===== src/rtl/multiplier_arbiter_if.sv =====
// Requester/multiplier bus bundle for the shared-multiplier arbiter.
// The arbiter uses the slave modport; the requester/multiplier side uses master.
interface multiplier_arbiter_if #(
  parameter int unsigned WIDTH = 4,
  parameter int unsigned NREQ  = 4
);
  logic [NREQ-1:0]       req_valid;
  logic [NREQ*WIDTH-1:0] req_a;
  logic [NREQ*WIDTH-1:0] req_b;
  logic [NREQ-1:0]       req_ready;
  logic                  hold;
  logic [WIDTH-1:0]      mul_a;
  logic [WIDTH-1:0]      mul_b;
  logic [2*WIDTH-1:0]    mul_y;
  logic [NREQ-1:0]       res_valid;
  logic [2*WIDTH-1:0]    res_y;
  logic                  busy;

  modport master (
    output req_valid, req_a, req_b, hold, mul_y,
    input  req_ready, mul_a, mul_b, res_valid, res_y, busy
  );

  modport slave (
    input  req_valid, req_a, req_b, hold, mul_y,
    output req_ready, mul_a, mul_b, res_valid, res_y, busy
  );
endinterface


===== src/rtl/multiplier_arbiter.sv =====
// Round-robin sharing of one fixed-latency pipelined multiplier among NREQ
// requesters; a tag pipeline routes each product back as a one-cycle pulse.
module multiplier_arbiter #(
  parameter int unsigned WIDTH   = 4,
  parameter int unsigned NREQ    = 4,
  parameter int unsigned MUL_LAT = 2
) (
  input  logic                 clk,
  input  logic                 rst,
  multiplier_arbiter_if.slave  bus
);

  localparam int unsigned IDXW = (NREQ > 1) ? $clog2(NREQ) : 1;
  localparam int unsigned PW   = 2 * WIDTH;
  // One extra stage so the tag lines up with mul_y when it is sampled.
  localparam int unsigned NSTG = MUL_LAT + 1;

  logic [IDXW-1:0]  ptr_q, ptr_d;
  logic [WIDTH-1:0] mul_a_q, mul_a_d;
  logic [WIDTH-1:0] mul_b_q, mul_b_d;
  logic [NSTG-1:0]  tag_vld_q, tag_vld_d;
  logic [IDXW-1:0]  tag_idx_q [NSTG];
  logic [IDXW-1:0]  tag_idx_d [NSTG];
  logic [NREQ-1:0]  res_valid_q, res_valid_d;
  logic [PW-1:0]    res_y_q, res_y_d;

  logic [NREQ-1:0]  cand_c;
  logic [NREQ-1:0]  grant_c;
  logic [IDXW-1:0]  gidx_c;
  logic             found_c;
  logic             accept_c;
  logic [IDXW-1:0]  idx_c;
  logic [WIDTH-1:0] sel_a_c, sel_b_c;

  // Round-robin search starting at ptr, wrapping mod NREQ.
  always_comb begin
    cand_c  = (rst || bus.hold) ? '0 : bus.req_valid;
    grant_c = '0;
    gidx_c  = '0;
    found_c = 1'b0;
    idx_c   = '0;
    for (int unsigned k = 0; k < NREQ; k++) begin
      idx_c = IDXW'((32'(ptr_q) + k) % NREQ);
      if (!found_c && cand_c[idx_c]) begin
        found_c        = 1'b1;
        grant_c[idx_c] = 1'b1;
        gidx_c         = idx_c;
      end
    end
  end

  assign accept_c = |grant_c;

  // Operand mux driven by the one-hot grant.
  always_comb begin
    sel_a_c = '0;
    sel_b_c = '0;
    for (int unsigned i = 0; i < NREQ; i++) begin
      if (grant_c[i]) begin
        sel_a_c = bus.req_a[i*WIDTH +: WIDTH];
        sel_b_c = bus.req_b[i*WIDTH +: WIDTH];
      end
    end
  end

  always_comb begin
    ptr_d       = ptr_q;
    mul_a_d     = mul_a_q;
    mul_b_d     = mul_b_q;
    tag_vld_d   = {tag_vld_q[NSTG-2:0], accept_c};
    tag_idx_d[0] = gidx_c;
    for (int unsigned s = 1; s < NSTG; s++) begin
      tag_idx_d[s] = tag_idx_q[s-1];
    end
    res_valid_d = '0;
    res_y_d     = res_y_q;

    if (accept_c) begin
      ptr_d   = (gidx_c == IDXW'(NREQ - 1)) ? '0 : gidx_c + 1'b1;
      mul_a_d = sel_a_c;
      mul_b_d = sel_b_c;
    end

    if (tag_vld_q[NSTG-1]) begin
      res_valid_d = NREQ'(1) << tag_idx_q[NSTG-1];
      res_y_d     = bus.mul_y;
    end
  end

  always_ff @(posedge clk) begin
    if (rst) begin
      ptr_q       <= '0;
      mul_a_q     <= '0;
      mul_b_q     <= '0;
      tag_vld_q   <= '0;
      res_valid_q <= '0;
      res_y_q     <= '0;
      for (int unsigned s = 0; s < NSTG; s++) begin
        tag_idx_q[s] <= '0;
      end
    end else begin
      ptr_q       <= ptr_d;
      mul_a_q     <= mul_a_d;
      mul_b_q     <= mul_b_d;
      tag_vld_q   <= tag_vld_d;
      res_valid_q <= res_valid_d;
      res_y_q     <= res_y_d;
      for (int unsigned s = 0; s < NSTG; s++) begin
        tag_idx_q[s] <= tag_idx_d[s];
      end
    end
  end

  assign bus.req_ready = grant_c;
  assign bus.mul_a     = mul_a_q;
  assign bus.mul_b     = mul_b_q;
  assign bus.res_valid = res_valid_q;
  assign bus.res_y     = res_y_q;
  assign bus.busy      = (|tag_vld_q) | (|res_valid_q);

endmodule


===== src/flat_wrapper.sv =====
// flat-port wrapper written by rule: the top's interface ports become plain ports
module multiplier_arbiter_flat 
#(
  parameter int unsigned WIDTH   = 4,
  parameter int unsigned NREQ    = 4,
  parameter int unsigned MUL_LAT = 2
)
  (clk, rst, bus_req_valid, bus_req_a, bus_req_b, bus_hold, bus_mul_y, bus_req_ready, bus_mul_a, bus_mul_b, bus_res_valid, bus_res_y, bus_busy);
  multiplier_arbiter_if #(.WIDTH(WIDTH), .NREQ(NREQ)) bus_i ();
  input  logic clk;
  input  logic rst;
  input wire logic [$bits(bus_i.req_valid)-1:0] bus_req_valid;
  input wire logic [$bits(bus_i.req_a)-1:0] bus_req_a;
  input wire logic [$bits(bus_i.req_b)-1:0] bus_req_b;
  input wire logic [$bits(bus_i.hold)-1:0] bus_hold;
  input wire logic [$bits(bus_i.mul_y)-1:0] bus_mul_y;
  output wire logic [$bits(bus_i.req_ready)-1:0] bus_req_ready;
  output wire logic [$bits(bus_i.mul_a)-1:0] bus_mul_a;
  output wire logic [$bits(bus_i.mul_b)-1:0] bus_mul_b;
  output wire logic [$bits(bus_i.res_valid)-1:0] bus_res_valid;
  output wire logic [$bits(bus_i.res_y)-1:0] bus_res_y;
  output wire logic [$bits(bus_i.busy)-1:0] bus_busy;
  assign bus_i.req_valid = bus_req_valid;
  assign bus_i.req_a = bus_req_a;
  assign bus_i.req_b = bus_req_b;
  assign bus_i.hold = bus_hold;
  assign bus_i.mul_y = bus_mul_y;
  assign bus_req_ready = bus_i.req_ready;
  assign bus_mul_a = bus_i.mul_a;
  assign bus_mul_b = bus_i.mul_b;
  assign bus_res_valid = bus_i.res_valid;
  assign bus_res_y = bus_i.res_y;
  assign bus_busy = bus_i.busy;
  multiplier_arbiter #(.WIDTH(WIDTH), .NREQ(NREQ), .MUL_LAT(MUL_LAT)) u_core (.clk(clk), .rst(rst), .bus(bus_i));
endmodule

===== config.mk =====
export PLATFORM = sky130hd
export DESIGN_NAME = multiplier_arbiter_flat
export DESIGN_NICKNAME = d
export VERILOG_FILES = /design/src/rtl/multiplier_arbiter_if.sv /design/src/rtl/multiplier_arbiter.sv /design/src/flat_wrapper.sv
export SDC_FILE = /design/constraint.sdc
export NUM_CORES = 1
export LEC_CHECK = 0
export CORE_UTILIZATION = 44
export DETAILED_ROUTE_END_ITERATION = 10
export PLACE_DENSITY = 0.82
export SYNTH_ARGS = -nofsm -noshare
export SYNTH_HDL_FRONTEND = slang
export SYNTH_SLANG_ARGS = --single-unit

===== constraint.sdc =====
create_clock -name clk -period 9.4 [get_ports clk]
set_input_delay 1.41 -clock clk [delete_from_list [all_inputs] [get_ports clk]]
set_output_delay 1.41 -clock clk [all_outputs]
set_load 0.02 [all_outputs]

# Word-level counts from Yosys, hierarchy flattened
# Memory sizes are Yosys's and may differ from the RTL's.
# Cells that the tools add are included.
[word_totals] reg_bits=25 ram_bits=6 in_bits=47 output_inout_bits=25 elab_cells=87 memories=1
[mem_list] memory="u_core.tag_idx_q" depth=3 width=2 read_ports=3 rd_clocked_by_memory_dff=0 write_ports=3 line_no="multiplier_arbiter.sv:22" rtl="logic [IDXW-1:0] tag_idx_q [NSTG];"
[op_classes] add_sub_neg=4 n_lt_le_gt_ge=8 eq_ne=1 n_shift=1 n_mux=43 n_bitwise=8 n_reduce_logical=15
[op_table] cell="4-bit two-way mux" n=13
[op_table] cell="2-bit two-way mux" n=8
[op_table] cell="1-bit two-way mux" n=14
[op_table] cell="2-bit by 3-bit < comparator with 1-bit output, second input constant" n=4
[op_table] cell="4-bit OR" n=3
[op_table] cell="1-bit binary-select mux with 2-bit select" n=4
[op_table] cell="1-bit demux with 2-bit select" n=4
[op_table] cell="2-bit by 1-bit >= comparator with 1-bit output, second input constant" n=4
[op_table] cell="4-bit OR reduction" n=2
[op_table] cell="1-bit logical AND" n=7
[op_table] cell="2-bit by 1-bit adder with 2-bit output, second input constant" n=2
[op_table] cell="2-bit adder, second input constant" n=2
[op_table] cell="1-bit OR" n=4
[op_table] cell="1-bit by 2-bit << shifter with 4-bit output, first input constant" n=1
[op_table] cell="1-bit logical NOT" n=3
[op_table] cell="3-bit OR reduction" n=1
[op_table] cell="2-bit == test, second input constant" n=1
[op_table] cell="2-bit OR reduction" n=1
[op_table] cell="1-bit logical OR" n=1
[op_table] cell="1-bit NOT" n=1

# Logic depth before layout (Yosys ltp)
[depth] depth_word=18 depth_mapped=12 depth_no_buf=10

# Worst setup path before layout
# No wires, ideal clock.
[synth_path] kind="input to output" startpoint="input bus_req_valid[1]" endpoint="output bus_req_ready[3]" t_arrival_ps=2987 required_time_ps=7990 setup_slack_ps=5003 cell_stages=7 path_buffers=2 cell_sequence="buf_6 -> and2b_1 -> mux4_2 -> a32o_1 -> a221oi_4 -> buf_4 -> inv_1"
[synth_via] elab_chain_len=13 elab_cells_between_ends=25 cone_classes="mux (16); bitwise (3); reduce/logical (6)"
[synth_rtl] element="from (decl)" line_no="flat_wrapper.sv:12" rtl="input wire logic [$bits(bus_i.req_valid)-1:0] bus_req_valid;"
[synth_rtl] element="4-bit two-way mux *" line_no="multiplier_arbiter.sv:37" rtl="cand_c = (rst || bus.hold) ? '0 : bus.req_valid;"
[synth_rtl] element="1-bit binary-select mux with 2-bit select" line_no="multiplier_arbiter.sv:44" rtl="if (!found_c && cand_c[idx_c]) begin"
[synth_rtl] element="1-bit two-way mux (implied by the code)" line_no="multiplier_arbiter.sv:44"
[synth_rtl] element="1-bit two-way mux" line_no="multiplier_arbiter.sv:44"
[synth_rtl] element="1-bit logical NOT" line_no="multiplier_arbiter.sv:44"
[synth_rtl] element="1-bit logical AND" line_no="multiplier_arbiter.sv:44"
[synth_rtl] element="1-bit two-way mux" line_no="multiplier_arbiter.sv:44"
[synth_rtl] element="1-bit logical NOT" line_no="multiplier_arbiter.sv:44"
[synth_rtl] element="1-bit logical AND" line_no="multiplier_arbiter.sv:44"
[synth_rtl] element="1-bit two-way mux" line_no="multiplier_arbiter.sv:44"
[synth_rtl] element="1-bit logical NOT" line_no="multiplier_arbiter.sv:44"
[synth_rtl] element="1-bit logical AND" line_no="multiplier_arbiter.sv:44"
[synth_rtl] element="4-bit two-way mux *" line_no="multiplier_arbiter.sv:44"
[synth_rtl] element="to (decl)" line_no="flat_wrapper.sv:17" rtl="output wire logic [$bits(bus_i.req_ready)-1:0] bus_req_ready;"
# Mark *: on every way between the ends. The rest lies on a longest branch, timed or not. The select of a mux whose other input is x is not followed.

# Final worst setup path
[layout_path] startpoint="input rst" endpoint="output bus_req_ready[3]"
[layout_via] elab_chain_len=14 elab_cells_between_ends=26 cone_classes="mux (16); bitwise (3); reduce/logical (7)"
[layout_rtl] element="from (decl)" line_no="flat_wrapper.sv:11" rtl="input logic rst;"
[layout_rtl] element="1-bit logical OR *" line_no="multiplier_arbiter.sv:37"
[layout_rtl] element="4-bit two-way mux *" line_no="multiplier_arbiter.sv:37"
[layout_rtl] element="1-bit binary-select mux with 2-bit select" line_no="multiplier_arbiter.sv:44"
[layout_rtl] element="1-bit two-way mux (implied by the code)" line_no="multiplier_arbiter.sv:44"
[layout_rtl] element="1-bit two-way mux" line_no="multiplier_arbiter.sv:44"
[layout_rtl] element="1-bit logical NOT" line_no="multiplier_arbiter.sv:44"
[layout_rtl] element="1-bit logical AND" line_no="multiplier_arbiter.sv:44"
[layout_rtl] element="1-bit two-way mux" line_no="multiplier_arbiter.sv:44"
[layout_rtl] element="1-bit logical NOT" line_no="multiplier_arbiter.sv:44"
[layout_rtl] element="1-bit logical AND" line_no="multiplier_arbiter.sv:44"
[layout_rtl] element="1-bit two-way mux" line_no="multiplier_arbiter.sv:44"
[layout_rtl] element="1-bit logical NOT" line_no="multiplier_arbiter.sv:44"
[layout_rtl] element="1-bit logical AND" line_no="multiplier_arbiter.sv:44"
[layout_rtl] element="4-bit two-way mux *" line_no="multiplier_arbiter.sv:44"
# Marked as above.

==> impl_metrics.yaml <==
power:
  powerDensity_nw_per_um2: 225.3
  p_int_uw: 376.9
  power_frac_clock_pct: 23.2
  combPwrFrac_pct: 45.9
  peakVddDrop_uv: 133.1
  seq_power_share_pct: 30.9
  switching_share_pct: 35.07
  power.switching_uw: 203.5
  leakagePower_uw: 0.0009433
global_routing:
  grtUsageTotal_pct: 21.80
  antenna_found_initial: 0
  grt_max_degree: 21
  grt_pass1_wl_mm: 7.189
  grt_pass1_vias: 1470
  grt_overflow: 0
setup_path:
  required_ns: 7.99
  cp_top_family: "buffers and inverters"
  critPathCaptureType: "output pin"
  worst-endpoint-arrival_ns: 4.30
  crit_top_cell: "clkdlybuf4s50_1"
  slowest_delay_ns: 0.91
  worst-path-buf-inv: 3
  critPathLaunchType: "input pin"
  crit_type: "input pin to output pin"
  crit_path_start: "rst"
  path_max_fanout: 20
  path_cells: "clkdlybuf4s50_1, nor2_1, and2_1, a32o_1, a221oi_4, inv_1, clkdlybuf4s50_1"
  critPathSlowestCell: "clkdlybuf4s50_1"
synthesis:
  synth_nets: 218
  yosysWarnings: 0
  synth-adder-area-share_pct: 4.258
  synth_top_family_by_area: "compound AO/OA/AOI/OAI gates"
  ys_seq_area_share_pct: 35.20
  yosys.area_share.simple_pct: 19.30
  synth-seq-cells: 31
  synth_xor_area_share_pct: 0
  syn_area_per_cell_sq_um: 10.68
  yosysUniqueCellTypes: 43
  syn_area_sq_um: 1763
  synth_compound_area_share_pct: 26.12
  synth_mux_area_share_pct: 9.581
  netlist_instances: 165
cts:
  cts_setup_buffers: 0
  cts_root_buffer: "clkbuf_8"
  clk_latency_ns: 0.28
  cts_buffer_depth: 2
  cts_hold_buf: 0
  cts_buffers: 5
  cts.reportedPaths.clkPinSlew_ns: 0.06
  cts-htree-levels: 2
  cts.sinks: 31
  cts_resized: 0
  cts_tree: "yes"
route:
  highest_layer: "met4"
  vias: 1535
  wl_met2_mm: 2.077
  post_drt_wl_per_cell_microns: 14.82
  drt_pre_antenna_iters: 4
  wl_met3_microns: 167
  drcViolationCount: 0
  met1_length_mm: 1.871
  ant_nets: 0
  first_iter_violations: 80
  via_per_inst: 5.443
  wirelength_mm: 4.178
final_layout:
  fin_cells: 282
  nets: 286
  final_common_cell: "clkdlybuf4s50_1"
  num-fill-cells: 310
  final_cell_mix: "clkdlybuf4s50_1 (71), dfxtp_1 (31), nor2_1 (17)"
  syn2layout_area_growth_pct: 46.13
  drive_above_1_share_pct: 14.10
  diodes: 0
sta:
  setup_tns_ns: 0
  period_minus_slack_ns: 5.708
  setup_viol: 0
  tightest_slew_ns: 0.6884
  fmax_mhz: 175.2
  rsz0062_at_grt: "no"
  fin_crit_sh_pct: 60.73
  clock_skew_ns: 0.008679
  slew_headroom_pct: 53.96
  hold_viol_final: 0
  slew_violations: 0
die:
  io_pins: 72
  die-area_sq_um: 4264
  rows: 22
  core_sq_um: 3744
  die_w_microns: 65.30
  die_h_microns: 65.30
  start_util_pct: 47.09
hold_path:
  min_from: "u_core.tag_idx_q[0][2]"
  hold_class: "flop to flop"
placed_design:
  portBuffers: 71
  dp_cells: 274
  gp_congestion: 0.8315
  dp_hpwl_mm: 3.075
status:
  outcome: "complete, no violations"
job:
  cap_violations: 0
power by group through the flow:
stage	sequential [uW]	clock, uW	combinational (uW)
floorplan	193	0	176
global placement	181	0	262
detailed placement	182	0	266
CTS	179	137	268
global route	183	145	288
finish	179	134	267
cell usage after synthesis:
master     n  area (sq um)
a211oi_1   1         7.510
a21oi_1    3         15.01
a221o_1    1         10.01
a221oi_4   2         52.55
a22o_1     1         8.760
a311oi_2   3         45.04
a32o_1     3         30.03
and2_1     3         18.77
and2_4     2         17.52
and2b_1    1         7.510
and3_1     2         12.51
and3b_1    2         17.52
buf_1      1         3.750
buf_2      2         10.01
buf_4      1         7.510
buf_6      4         45.04
clkbuf_1   1         3.750
clkbuf_2   1         5.000
dfxtp_1   31         620.6
ha_1       6         75.07
inv_1      5         18.77
inv_2      1         3.750
mux2_2     1         11.26
mux2i_1    9         90.09
mux4_2     3         67.56
nand2_1    3         11.26
nand2_2    1         6.260
nand2_4    1         11.26
nand2b_1   2         12.51
nand4b_4   1         23.77
nor2_1    17         63.81
nor2b_1   10         62.56
nor2b_4    1         13.76
nor3_1     3         15.01
nor3b_1    2         15.01
nor4_1     2         12.51
o21ai_0    4         20.02
o221a_1    9         101.4
o221a_2    7         78.83
o22a_1     8         70.07
o31ai_4    1         21.27
or2_2      1         6.260
or3_1      2         12.51
area by class of cell:
cell class | instances | area (sq um) | area share (%)
Clock inverter | 2 | 35.03 | 1.360
Tap cell | 48 | 60.06 | 2.331
Inverter | 6 | 22.52 | 0.8742
Timing Repair Buffer | 71 | 710.7 | 27.59
Sequential cell | 31 | 620.6 | 24.09
Multi-Input combinational cell | 118 | 1045 | 40.55
Clock buffer | 6 | 82.58 | 3.205
path summary, 6_finish.rpt:
kind	to	slack [ns]	cells past startpoint
hold reg to reg	u_core.tag_idx_q[0][4]	0.44	1
setup reg to reg	u_core.bus.mul_b[2]	5.64	9
hold / removal	u_core.tag_idx_q[0][4]	0.44	1
setup / recovery	bus_req_ready[3]	3.69	7
sequential cells by signal (all words and copies together) (netlist names), named ones only:
register	cells
u_core.ptr_q	1
u_core.tag_idx_q	6
u_core.bus.mul_b	4
u_core.bus.res_y	8
u_core.bus.res_valid	4
u_core.tag_vld_q	3
u_core.bus.mul_a	4
worst reg2reg max path, stage by stage, from the launching register on:
cell and delay (ns):
dfxtp_1 0.68, inv_1 0.18, ha_1 0.50, mux4_2 0.56
nor2b_4 0.17, a32o_1 0.28, a221oi_4 0.53, nand2_2 0.27
o22a_1 0.25, o221a_1 0.23
cells by family after synthesis:
logic type	count (synthesis)
compound gates	43
fa+ha+maj	6
buf+inv	16
flops	31
mux	13
simple gates	56
through the flow:
step | utilization [%] | hold slack, ns | total power (uW) | instance area, sq um | setup slack, ns
global placement | 65.68 | 0.4228 | 443.1 | 2459 | 3.699
detailed placement | 65.68 | 0.4231 | 447.8 | 2459 | 3.669
CTS | 68.82 | 0.4381 | 584.5 | 2576 | 3.643
global route | 68.82 | 0.4617 | 616.2 | 2576 | 3.447
finish | 68.82 | 0.4361 | 580.5 | 2576 | 3.692
floorplan | - | 0.4138 | 369.2 | 1763 | 5.003
layer usage:
layer  track usage, %  vias up
li1                 -      762
met1            27.48      730
met2            36.98       39
met3            4.167        4
met4            7.337        0
met5                0        -
No activity file was read; power rests on OpenSTA's default activity.
